[src/rtl/serial_arb_pkg.sv]
// ---------------------------------------------------------------------------
// serial_arb_pkg
// Shared types and constants for the Serial port round-robin arbiter.
//   arb_state_t       : arbiter FSM state encoding (IDLE / BUSY)
//   SERIAL_*_OFFSET   : register map of the Serial peripheral
//   ARB_MAX_REQ       : largest supported requester count
//   ARB_ABORT_RDATA   : read data returned on a timed-out transaction
//   rr_next_idx()     : modulo-NUM_REQ index advance used by the picker
// ---------------------------------------------------------------------------
package serial_arb_pkg;

    typedef enum logic [0:0] {
        IDLE = 1'b0,
        BUSY = 1'b1
    } arb_state_t;

    localparam logic [31:0] SERIAL_DIV_OFFSET = 32'h0000_0000;
    localparam logic [31:0] SERIAL_DAT_OFFSET = 32'h0000_0004;

    localparam int          ARB_MAX_REQ     = 4;
    localparam int          ARB_IDX_W       = 2;
    // One extra bit so that base + offset cannot overflow before the wrap.
    localparam int          ARB_CNT_W       = ARB_IDX_W + 1;

    localparam logic [31:0] ARB_ABORT_RDATA = 32'hFFFF_FFFF;

    // (base + offset) mod num, valid while base < num and offset <= num,
    // so a single conditional subtract is enough for the wrap.
    function automatic logic [ARB_IDX_W-1:0] rr_next_idx(
        input logic [ARB_IDX_W-1:0] base,
        input logic [ARB_CNT_W-1:0] offset,
        input logic [ARB_CNT_W-1:0] num
    );
        logic [ARB_CNT_W-1:0] sum;
        sum = {1'b0, base} + offset;
        if (sum >= num) begin
            sum = sum - num;
        end else begin
            sum = sum;
        end
        return sum[ARB_IDX_W-1:0];
    endfunction

endpackage : serial_arb_pkg

[src/rtl/serial_bus_arbiter_rr_pick.sv]
// ---------------------------------------------------------------------------
// rr_pick
// Combinational round-robin picker. Searches upward from i_last+1, wrapping
// modulo NUM_REQ, and reports the first requester whose bit is set.
//   i_req   [NUM_REQ]   : request vector
//   i_last  [2]         : index granted most recently
//   o_found             : at least one request is pending
//   o_idx   [2]         : winning requester index (0 when o_found is low)
// ---------------------------------------------------------------------------
module rr_pick
    import serial_arb_pkg::*;
#(
    parameter int NUM_REQ = 2
) (
    input  logic [NUM_REQ-1:0]   i_req,
    input  logic [ARB_IDX_W-1:0] i_last,
    output logic                 o_found,
    output logic [ARB_IDX_W-1:0] o_idx
);

    logic [ARB_MAX_REQ-1:0] w_req_ext;

    // Widen the request vector so it can be indexed with a full-width index.
    always_comb begin
        w_req_ext              = '0;
        w_req_ext[NUM_REQ-1:0] = i_req;
    end

    // Walk offsets from farthest to nearest; the nearest hit is written last
    // and therefore wins, which gives the rotating priority.
    always_comb begin
        logic [ARB_IDX_W-1:0] w_cand;
        o_found = 1'b0;
        o_idx   = '0;
        w_cand  = '0;
        for (int k = NUM_REQ; k >= 1; k--) begin
            w_cand = rr_next_idx(i_last, ARB_CNT_W'(k), ARB_CNT_W'(NUM_REQ));
            if (w_req_ext[w_cand]) begin
                o_found = 1'b1;
                o_idx   = w_cand;
            end else begin
                o_found = o_found;
            end
        end
    end

endmodule : rr_pick

[src/rtl/serial_bus_arbiter.sv]
// ---------------------------------------------------------------------------
// serial_bus_arbiter
// Round-robin arbiter sharing one Serial peripheral port between up to four
// native-bus requesters. A grant is held for a whole transaction, so a
// stalled TX write is never interleaved with another requester's access.
//
// Parameters
//   NUM_REQ        : requester count, 2..4
//   TIMEOUT_CYCLES : abort limit in BUSY cycles (timeout build only)
// Build option
//   SERIAL_ARB_TIMEOUT_EN : when defined, a BUSY transaction that sees no
//                           m_ready for TIMEOUT_CYCLES cycles is aborted with
//                           req_ready + ARB_ABORT_RDATA + timeout_err pulse.
// Ports
//   clk, resetn                       : clock, async active-low reset
//   req_valid/req_ready [NUM_REQ]     : per-requester handshake
//   req_wstrb/req_addr/req_wdata      : packed per-requester request fields
//   req_rdata [32]                    : shared read data, qualified by ready
//   m_valid/m_wstrb/m_addr/m_wdata    : port into Serial
//   m_ready/m_rdata                   : Serial response
//   timeout_err                       : one-cycle abort pulse
// ---------------------------------------------------------------------------
module serial_bus_arbiter
    import serial_arb_pkg::*;
#(
    parameter int NUM_REQ        = 2,
    parameter int TIMEOUT_CYCLES = 1_000_000
) (
    input  logic                    clk,
    input  logic                    resetn,
    input  logic [NUM_REQ-1:0]      req_valid,
    output logic [NUM_REQ-1:0]      req_ready,
    input  logic [4*NUM_REQ-1:0]    req_wstrb,
    input  logic [32*NUM_REQ-1:0]   req_addr,
    input  logic [32*NUM_REQ-1:0]   req_wdata,
    output logic [31:0]             req_rdata,
    output logic                    m_valid,
    output logic [3:0]              m_wstrb,
    output logic [31:0]             m_addr,
    output logic [31:0]             m_wdata,
    input  logic                    m_ready,
    input  logic [31:0]             m_rdata,
    output logic                    timeout_err
);

    if (NUM_REQ < 2 || NUM_REQ > ARB_MAX_REQ || TIMEOUT_CYCLES < 1) begin : g_bad_param
        $error("serial_bus_arbiter: NUM_REQ must be 2..4 and TIMEOUT_CYCLES >= 1");
    end

    arb_state_t             r_state;
    arb_state_t             w_next_state;
    logic [ARB_IDX_W-1:0]   r_grant;
    logic [ARB_IDX_W-1:0]   w_next_grant;
    logic [ARB_IDX_W-1:0]   r_last_grant;
    logic [ARB_IDX_W-1:0]   w_next_last;
    logic                   w_found;
    logic [ARB_IDX_W-1:0]   w_pick;
    logic                   w_busy;
    logic                   w_grant_valid;
    logic                   w_to_hit;
    logic                   w_abort;
    logic [NUM_REQ-1:0]     w_ready;

    logic [ARB_MAX_REQ-1:0] w_valid_ext;
    logic [3:0]             w_wstrb_a [ARB_MAX_REQ];
    logic [31:0]            w_addr_a  [ARB_MAX_REQ];
    logic [31:0]            w_wdata_a [ARB_MAX_REQ];

    // Unpack requester lanes; absent lanes read as idle so a full-width
    // grant index can address them safely.
    for (genvar gi = 0; gi < ARB_MAX_REQ; gi++) begin : g_lane
        if (gi < NUM_REQ) begin : g_real
            assign w_valid_ext[gi] = req_valid[gi];
            assign w_wstrb_a[gi]   = req_wstrb[4*gi +: 4];
            assign w_addr_a[gi]    = req_addr[32*gi +: 32];
            assign w_wdata_a[gi]   = req_wdata[32*gi +: 32];
        end else begin : g_absent
            assign w_valid_ext[gi] = 1'b0;
            assign w_wstrb_a[gi]   = 4'h0;
            assign w_addr_a[gi]    = 32'h0000_0000;
            assign w_wdata_a[gi]   = 32'h0000_0000;
        end
    end

    rr_pick #(
        .NUM_REQ (NUM_REQ)
    ) u_rr_pick (
        .i_req   (req_valid),
        .i_last  (r_last_grant),
        .o_found (w_found),
        .o_idx   (w_pick)
    );

    assign w_busy        = (r_state == BUSY);
    assign w_grant_valid = w_valid_ext[r_grant];

`ifdef SERIAL_ARB_TIMEOUT_EN
    localparam logic [31:0] TO_LAST = 32'(TIMEOUT_CYCLES - 1);

    logic [31:0] r_to_cnt;

    // BUSY-cycle counter; held at zero in IDLE so every BUSY entry starts
    // from zero.
    always_ff @(posedge clk or negedge resetn) begin
        if (!resetn) begin
            r_to_cnt <= 32'h0000_0000;
        end else if (!w_busy) begin
            r_to_cnt <= 32'h0000_0000;
        end else if (!m_ready) begin
            r_to_cnt <= r_to_cnt + 32'h0000_0001;
        end else begin
            r_to_cnt <= r_to_cnt;
        end
    end

    // m_valid is dropped on the limit cycle from the count alone, keeping
    // m_valid independent of m_ready (no valid->ready->valid loop).
    assign w_to_hit = w_busy && (r_to_cnt == TO_LAST);
    assign w_abort  = w_to_hit && !m_ready;
`else
    assign w_to_hit = 1'b0;
    assign w_abort  = 1'b0;
`endif

    // State, grant and last-grant registers.
    always_ff @(posedge clk or negedge resetn) begin
        if (!resetn) begin
            r_state      <= IDLE;
            r_grant      <= '0;
            r_last_grant <= ARB_IDX_W'(NUM_REQ - 1);
        end else begin
            r_state      <= w_next_state;
            r_grant      <= w_next_grant;
            r_last_grant <= w_next_last;
        end
    end

    // Next-state logic: arbitrate in IDLE, hold the grant in BUSY until the
    // transaction completes, aborts, or the requester withdraws.
    always_comb begin
        w_next_state = r_state;
        w_next_grant = r_grant;
        w_next_last  = r_last_grant;
        case (r_state)
            IDLE: begin
                if (w_found) begin
                    w_next_state = BUSY;
                    w_next_grant = w_pick;
                    w_next_last  = w_pick;
                end else begin
                    w_next_state = IDLE;
                end
            end
            BUSY: begin
                if (m_ready || w_abort || !w_grant_valid) begin
                    w_next_state = IDLE;
                end else begin
                    w_next_state = BUSY;
                end
            end
            default: begin
                w_next_state = IDLE;
            end
        endcase
    end

    // Per-requester completion strobe: only the granted lane can see ready.
    always_comb begin
        w_ready = '0;
        for (int i = 0; i < NUM_REQ; i++) begin
            if (w_busy && (r_grant == ARB_IDX_W'(i)) && (m_ready || w_abort)) begin
                w_ready[i] = 1'b1;
            end else begin
                w_ready[i] = 1'b0;
            end
        end
    end

    // Serial-side port and shared read data; everything reads zero in IDLE.
    always_comb begin
        m_valid   = 1'b0;
        m_wstrb   = 4'h0;
        m_addr    = 32'h0000_0000;
        m_wdata   = 32'h0000_0000;
        req_rdata = 32'h0000_0000;
        if (w_busy) begin
            m_valid = w_grant_valid && !w_to_hit;
            m_wstrb = w_wstrb_a[r_grant];
            m_addr  = w_addr_a[r_grant];
            m_wdata = w_wdata_a[r_grant];
        end else begin
            m_valid = 1'b0;
        end
        if (|w_ready) begin
            req_rdata = w_abort ? ARB_ABORT_RDATA : m_rdata;
        end else begin
            req_rdata = 32'h0000_0000;
        end
    end

    assign req_ready   = w_ready;
    assign timeout_err = w_abort;

endmodule : serial_bus_arbiter

[config.mk]
export PLATFORM = sky130hd
export DESIGN_NAME = serial_bus_arbiter
export DESIGN_NICKNAME = d
export VERILOG_FILES = /design/src/rtl/serial_arb_pkg.sv /design/src/rtl/serial_bus_arbiter_rr_pick.sv /design/src/rtl/serial_bus_arbiter.sv
export SDC_FILE = /design/constraint.sdc
export NUM_CORES = 1
export LEC_CHECK = 0
export ABC_AREA = 1
export CAP_MARGIN = 20
export CORE_AREA = 2 2 106 108
export CTS_BUF_LIST = sky130_fd_sc_hd__clkbuf_4 sky130_fd_sc_hd__clkbuf_8
export DETAILED_ROUTE_END_ITERATION = 6
export DIE_AREA = 0 0 108 110
export SYNTH_ARGS = -nofsm -noshare
export SYNTH_HDL_FRONTEND = slang
export SYNTH_HIERARCHICAL = 1
export SYNTH_SLANG_ARGS = --single-unit
[constraint.sdc]
create_clock -name clk -period 1.3 [get_ports clk]
set_clock_uncertainty 0.05 [all_clocks]
set_input_delay 0.195 -clock clk [delete_from_list [all_inputs] [get_ports clk]]
set_output_delay 0.195 -clock clk [all_outputs]
set_load 0.01 [all_outputs]
Yosys cells after proc, flatten, opt, wreduce, memory -nomap -nowiden
Cells that the tools add are included.

Flip-flop bits (word level): 5. Bits of input ports: 173. Output and inout bits: 104. Logic and storage cells: 56.

Add/subtract/negate cells: 4. Magnitude comparators: 6. Eq/ne operators: 1. Mux-type cells: 31. Bitwise operators: 2. Reduce and logical (&&, ||, !) cells: 9.

Operator list (number): $mux W32 (7); $bmux W32 S2 (2); $mux W4 (3); $mux W1 (10); $lt A2 B3 Y1 const B (3); $bmux W4 S2 (1); $mux W2 (4); $bmux W1 S2 (3); $ge A3 B2 Y1 const B (2); $logic_and A1 B1 Y1 (4); $sub A2 B2 Y2 const B (2); $add A2 B1 Y3 const B (1); $add A2 B2 Y3 const B (1); $ge A3 B3 Y1 const B (1); $not A2 Y3 (1); $eq A2 B1 Y1 const B (1); $logic_not A2 Y1 (1); $pmux W1 S2 (1); $reduce_and A2 Y1 (1); $reduce_or A2 Y1 (1); $logic_not A1 Y1 (1); $logic_or A1 B1 Y1 (1); $not A1 Y1 (1).

Depth between registers and ports, before layout
Gate-level depths: netlist of run 1.

Word-level depth: 9. Depth in mapped cells: 7. Gate-level depth less buffers: 7.

By module
The synthesis of run 1 kept the hierarchy.

By module, submodules not included: serial_bus_arbiter (times used 1, cells each 323, area each 1443.9 µm², sequential area each 101.3 µm²); rr_pick (times used 1, cells each 10, area each 46.3 µm², sequential area each 0.0 µm²).

Worst setup path before layout of run 1
No wires, ideal clock.

Path kind: register to output. Start point: register r_grant[1]. End point: output m_wdata[11]. Arrival time: 1.208 ns. Data required time: 1.055 ns. Setup slack: -0.153 ns. Stages on the path, launching flop included: 6. Path buffers: 2. Path through: dfrtp_1 > nor2_2 > buf_4 > buf_4 > nand2_1 > a21oi_1.

Word-level cells in the longest chain between the ends: 5.

RTL lines: start: declaration (line serial_bus_arbiter.sv:52) `logic [ARB_IDX_W-1:0] r_grant;`; start signal: assignment (line serial_bus_arbiter.sv:133) `r_grant <= w_next_grant;`; $not A2 Y3 (not written as such) (line serial_bus_arbiter.sv:190) `m_wdata = w_wdata_a[r_grant];`; $bmux W32 S2 (line serial_bus_arbiter.sv:190); $mux W32 (not written as such) (2 in a row) (line serial_bus_arbiter.sv:190); $mux W32 (line serial_bus_arbiter.sv:186) `if (w_busy) begin`; end: declaration (line serial_bus_arbiter.sv:40) `output logic [31:0] m_wdata,`.

No other way between the ends. The select of a mux whose other input is x is not followed.

Worst setup path after layout of run 1
Start point: register r_grant[0]. End point: output m_wdata[13].

Same word-level chain as after synthesis.

==> results of run 1 <==
## layer usage
layer / routed length (um) / share of wire [%] / track usage, %
met1: 4646 / 36 / 19.00
met2: 6740 / 53 / 36.66
met3: 1114 / 8.7 / 3.762
met4: 260 / 2.0 / 5.403
met5: 0 / 0 / 0
## cell families after synthesis
kind of cell / after synthesis / share of synthesized area, %
DFF: 4 / 6.801
other: 2 / 0.5040
AOI/OAI and AO/OA: 70 / 23.51
buffers and inverters: 65 / 19.39
and+or+nand+nor: 192 / 49.79
## flip-flops by register name, summed over array words and instances (netlist names)
| signal | cells |
|---|---|
| r_grant | 2 |
| r_last_grant | 1 |
| r_state | 1 |
## power groups by stage
| stage | combinational (mW) | sequential (mW) | clock, mW |
|---|---|---|---|
| 2_1_floorplan | 3.10 | 0.275 | 0 |
| 3_3_place_gp | 6.20 | 0.276 | 0 |
| 3_5_place_dp | 6.23 | 0.278 | 0 |
| 4_1_cts | 8.31 | 0.283 | 0.321 |
| 5_1_grt | 9.45 | 0.292 | 0.331 |
| 6_report | 8.88 | 0.281 | 0.318 |
## per-stage QoR
step,setup slack [ns],instances
2_1_floorplan,-0.02911,333
3_3_place_gp,-0.6701,739
3_5_place_dp,-0.6698,739
4_1_cts,-0.6206,774
5_1_grt,-0.6258,785
6_report,-0.5665,785
## worst max-delay path: cells and delay by family (launching register included)
family,cells,cell delay (ns)
buffers and inverters,6,0.78
AOI/OAI and AO/OA,1,0.10
DFF,1,0.38
and+or+nand+nor,2,0.14
## cells in the final DEF, fill, tap and decap left out, drive strengths merged, types with 2 or more instances in the layout
cell / instances
nor3: 2
nand2: 152
buf: 151
clkbuf: 14
dfrtp: 3
conb: 2
a21oi: 68
clkdlybuf4s50: 172
nor2: 36
o21ai: 2
inv: 38
## path summary, 6_finish.rpt
| path | start | end | slack [ns] | depth (start not counted) |
|---|---|---|---|---|
| max | r_grant[0]$_DFFE_PN0P_ | m_wdata[13] | -0.57 | 9 |
| min | resetn | r_state$_DFF_PN0_ | 0.14 | 1 |
| max reg2reg | r_grant[1]$_DFFE_PN0P_ | r_grant[0]$_DFFE_PN0P_ | -0.07 | 9 |
| min reg2reg | r_last_grant[0]$_DFFE_PN1P_ | r_last_grant[0]$_DFFE_PN1P_ | 0.44 | 2 |
| max in group asynchronous | resetn | r_last_grant[0]$_DFFE_PN1P_ | 0.79 | 1 |
| min in group clk | r_last_grant[0]$_DFFE_PN1P_ | r_last_grant[0]$_DFFE_PN1P_ | 0.44 | 2 |
## cell type report
| class | count | area [um2] |
|---|---|---|
| Fill cell | 1047 | 5366 |
| Inverter | 39 | 156.4 |
| Tap cell | 140 | 175.2 |
| Multi-Input combinational cell | 264 | 1600 |
| Sequential cell | 4 | 102.6 |
| Timing Repair Buffer | 334 | 3248 |
| Clock buffer | 4 | 48.80 |
## what timing repair did
| item | 4_1_cts | 5_1_grt |
|---|---|---|
| cloned | 12 | 9 |
| gates resized for setup | 424 | 109 |
| buffers inserted | 19 | 10 |
| setup endpoints to repair | 106 | 107 |
| pin swaps | 11 | 22 |
==> results_dict.tcl, run 1 <==
set metrics [dict create \
    status "finished, violations left" \
    violations "setup timing" \
    vdd_drop_max_v 0.0008976 \
    ys_seq_area_share_pct 6.801 \
    cp_common_cell "buf_12" \
    power_frac_seq_pct 3.0 \
    yosys-top-cells-count "151 x nand2_1, 68 x a21oi_1, 37 x inv_1" \
    arrival_ns 1.62 \
    die_w_um 108 \
    worstSetupPathType "reg -> out" \
    final_area_um2 5331 \
    overflow 0 \
    async_flop_share_pct 100.0 \
    setup_slack_ns -0.5665 \
    fin_crit_ns 1.867 \
    synth_top_cell_by_area "nand2_1" \
    postCtsHoldBufs 0 \
    clkSinkCount 4 \
    htreeDepth 1 \
    core.rowCount 38 \
    clock_latency_ns 0.23 \
    synthTopCellsByArea "nand2_1 38%, a21oi_1 23%, inv_1 9.3%" \
    netlist_instances 333 \
    worstPathMaxFanout 7 \
    power_mw 9.479 \
    period_share_pct 143.6 \
    ys_seq_elements 4 \
    ioPinCount 277 \
    cts_max_path_buffers 2 \
    drive_gt1_share_pct 46.36 \
    detail_route.iter0.violations 185 \
    antenna-diode-count 0 \
    vias 3360 \
    clk_pin_slew_ns 0.04 \
    antenna_left 0 \
    synth.most_common_cell "nand2_1" \
    grt_pass1_wl_um 16980 \
    maxCapViolations 0 \
    grt_max_degree 28 \
    final_nets 819 \
    place_hpwl_um 7892 \
    power_density_nw_per_um2 1778 \
    avgSynthCellArea_um2 4.475 \
    yosysWarnings 6 \
    hp-class "in -> async" \
    start_util_pct 13.93 \
    synth_cell_types 19 \
    setup_viol 107 \
    max_stage_delay_ns 0.38 \
    pwr-share-comb_pct 93.7 \
    cts_tree "done" \
    dr.pass1.iters 5 \
    dieArea_um2 11880 \
    io_buffers 275 \
    antenna_found_initial 0 \
    synth-edff-count 0 \
    crit_required_ns 1.05 \
    drv_slew 0 \
    wl_um 12760 \
    rsz0062_at_grt "true" \
    clkPwrFrac_pct 3.4 \
    drc 0 \
    p_switching_mw 4.507 \
    switching_share_pct 47.55 \
    syn_nets 506 \
    timing.hold.ws_ns 0.1393 \
    fp.coreArea_um2 10700 \
    crit_path_start_kind "flop" \
    syn-cell-area_um2 1490 \
    grt_use_total_pct 18.29 \
    placed_cell_area_um2 4723 \
    p_int_mw 4.972 \
    cp-end-kind "output pin" \
    p_leak_nw 2.542 \
    cp_slowest_cell "dfrtp_1" \
    synth_ff_type "dfrtp_1" \
    root_buffer "clkbuf_8" \
    wire_per_inst_um 16.25 \
    finalSetupTns_ns -46.34 \
    cts_buffers 3 \
    dieHeight_um 110 \
    vias_per_cell 4.280 \
    utilization_pct 49.84 \
    gp_congestion 0.8505 \
    area_growth_pct 257.8 \
    grt_pass1_vias 3338 \
    fmax_ghz 0.5358 \
    yosysTopAreaCellShare_pct 38.04 \
    worstPathCellList "buf_6, nor2_4, buf_12, buf_12, buf_16, buf_12, nand2_2, a21oi_2, buf_2" \
    hold_viol 0 \
]
No activity file was read; power rests on OpenSTA's default activity.
==> run 2: changes to the inputs <==
--- a/config.mk
+++ b/config.mk
@@ -11,7 +11,9 @@
 export CTS_BUF_LIST = sky130_fd_sc_hd__clkbuf_4 sky130_fd_sc_hd__clkbuf_8
 export DETAILED_ROUTE_END_ITERATION = 6
 export DIE_AREA = 0 0 108 110
+export HOLD_SLACK_MARGIN = 0.02
 export SYNTH_ARGS = -nofsm -noshare
 export SYNTH_HDL_FRONTEND = slang
 export SYNTH_HIERARCHICAL = 1
 export SYNTH_SLANG_ARGS = --single-unit
+export TNS_END_PERCENT = 50
==> run 2 against run 1 <==
Net effect:
- the run still ends with setup timing left
- cell area shrank 5.0%
- fmax shrank 1.2%
- critical path depth unchanged
- power down 11%
- clock power about the same
- first-iteration DRC count down 8.1%
- register-to-register slack improved by 0.09 ns
- flip-flop and latch count is the same
- worst setup slack worse by 0.023 ns
- via count fell by 3.2%
- routed wire length down 7.4%
- critical path type unchanged
- critical endpoint is now m_wdata[6]
- largest power group unchanged
==> results_dict.tcl, run 2 (synthesized netlist as in run 1, its figures left out) <==
set metrics [dict create \
    hp-class "in -> async" \
    crit_buf_inv 6 \
    p_leak_nw 2.323 \
    vias 3251 \
    drv_slew 0 \
    cts_max_path_buffers 2 \
    status "finished, violations left" \
    fp.coreArea_um2 10700 \
    drive_gt1_share_pct 43.88 \
    clkSinkCount 4 \
    dieArea_um2 11880 \
    io_buffers 275 \
    cp_slowest_cell "dfrtp_1" \
    critical_path.top_delay_family "buffers and inverters" \
    period_share_pct 145.4 \
    top_register "r_grant" \
    worstSetupPathType "reg -> out" \
    cp-end-kind "output pin" \
    dr.pass1.iters 4 \
    rr_worst_depth 8 \
    r2r-start "r_grant[1]$_DFFE_PN0P_" \
    fmax_ghz 0.5292 \
    arrival_ns 1.64 \
    vias_per_cell 4.228 \
    grt_pass1_vias 3019 \
    clock_latency_ns 0.23 \
    endpoint "m_wdata[6]" \
    rr_endpoint "r_grant[0]$_DFFE_PN0P_" \
    worstPathCellList "buf_6, inv_4, nor2_4, buf_6, buf_8, clkbuf_16, nand2_4, a21oi_2, buf_2" \
    ioPinCount 277 \
    rsz0062_at_grt "true" \
    setup_viol 103 \
    rrSetupSlack_ns 0.02 \
    detail_route.iter0.violations 170 \
    cp_common_cell "buf_6" \
    finalSetupTns_ns -46.41 \
    mostFrequentLayoutCells "172 x clkdlybuf4s50_1, 115 x nand2_1, 89 x buf_2" \
    power_mw 8.444 \
    grt_pass1_wl_um 15410 \
    start_util_pct 13.93 \
    vdd_drop_max_v 0.0006785 \
    htreeDepth 1 \
    violations "setup timing" \
    layout_commonest_cell "clkdlybuf4s50_1" \
    clk_pin_slew_ns 0.04 \
    crit_path_start_kind "flop" \
    gp_congestion 0.8040 \
    die_w_um 108 \
    root_buffer "clkbuf_8" \
    reg_top3 "r_grant (2), r_last_grant (1), r_state (1)" \
    antenna_left 0 \
    cts_buffers 3 \
    worstPathMaxFanout 4 \
    dieHeight_um 110 \
    wire_per_inst_um 15.36 \
    grt_max_degree 27 \
    antenna_found_initial 0 \
    core.rowCount 38 \
    setup_slack_ns -0.5897 \
    final_nets 803 \
    overflow 0 \
    wl_um 11810 \
    largest_reg_flops 2 \
    setup.worst_path.start "r_grant[0]$_DFFE_PN0P_" \
    grt_use_total_pct 16.74 \
    cp.depth 9 \
    crit_required_ns 1.05 \
    cts_tree "done" \
    max_stage_delay_ns 0.37 \
    area_growth_pct 240.0 \
    antenna-diode-count 0 \
    place_hpwl_um 7789 \
    hold_viol 0 \
    drc 0 \
    power_density_nw_per_um2 1667 \
    fin_crit_ns 1.890 \
    maxCapViolations 0 \
]
## run 2: cell types whose count changed in the layout (fill, tap and decap cells not counted), sizes merged
cell           delta
bufbuf            -1
clkbuf            -6
clkdlybuf4s15    +13
clkinv            -1
buf              -22
inv               +1
## run 2: area by class of cell
class,count,area [um2]
clock buffer,4,48.80
inverter,39,153.9
timing repair buffer,318,3052
tap,140,175.2
multi-input combinational,264,1533
fill,1106,5632
sequential,4,103.9
## run 2: worst min-delay path by stage
stage / start / end / cells past startpoint
2_1_floorplan: resetn / r_grant[0]$_DFFE_PN0P_ / 0
3_3_place_gp: resetn / r_grant[0]$_DFFE_PN0P_ / 1
3_5_place_dp: resetn / r_state$_DFF_PN0_ / 1
4_1_cts: resetn / r_state$_DFF_PN0_ / 1
5_1_grt: resetn / r_state$_DFF_PN0_ / 1
6_report: resetn / r_state$_DFF_PN0_ / 1
## run 2: metrics by stage
stage / hold slack (ns) / instance area (um2) / std cells / setup WS, ns / utilization [%]
after floorplan: -0.1506 / 1640 / 333 / -0.02911 / -
after global placement: 0.3654 / 4594 / 735 / -0.5913 / 42.95
after detailed placement: 0.3677 / 4594 / 735 / -0.6181 / 42.95
after CTS: 0.1399 / 4720 / 764 / -0.5128 / 44.12
after global routing: 0.1543 / 5066 / 769 / -0.6553 / 47.36
final: 0.1320 / 5066 / 769 / -0.5897 / 47.36
## run 2: metal layers
layer,up-vias,wire (um),track usage [%]
li1,1604,-,-
met1,1487,4476,18.55
met2,150,6332,32.97
met3,10,873,3.233
met4,0,129,3.388
met5,-,0,0
## run 2: what timing repair did
action / in CTS / in global routing
endpoints found under the hold margin: 0 / 0
hold buffers: 0 / 0
setup buffers: 13 / 2
endpoints found under the setup margin: 105 / 106
gates resized for setup: 447 / 86
gates cloned: 12 / 5
pin swaps: 10 / 22
## run 2: where the power goes
| group | switching, mW | leakage, nW | internal, mW |
|---|---|---|---|
| sequential | 0.0908 | 0.0452 | 0.201 |
| combinational | 3.98 | 2.25 | 3.85 |
| clock | 0.0847 | 0.0262 | 0.232 |
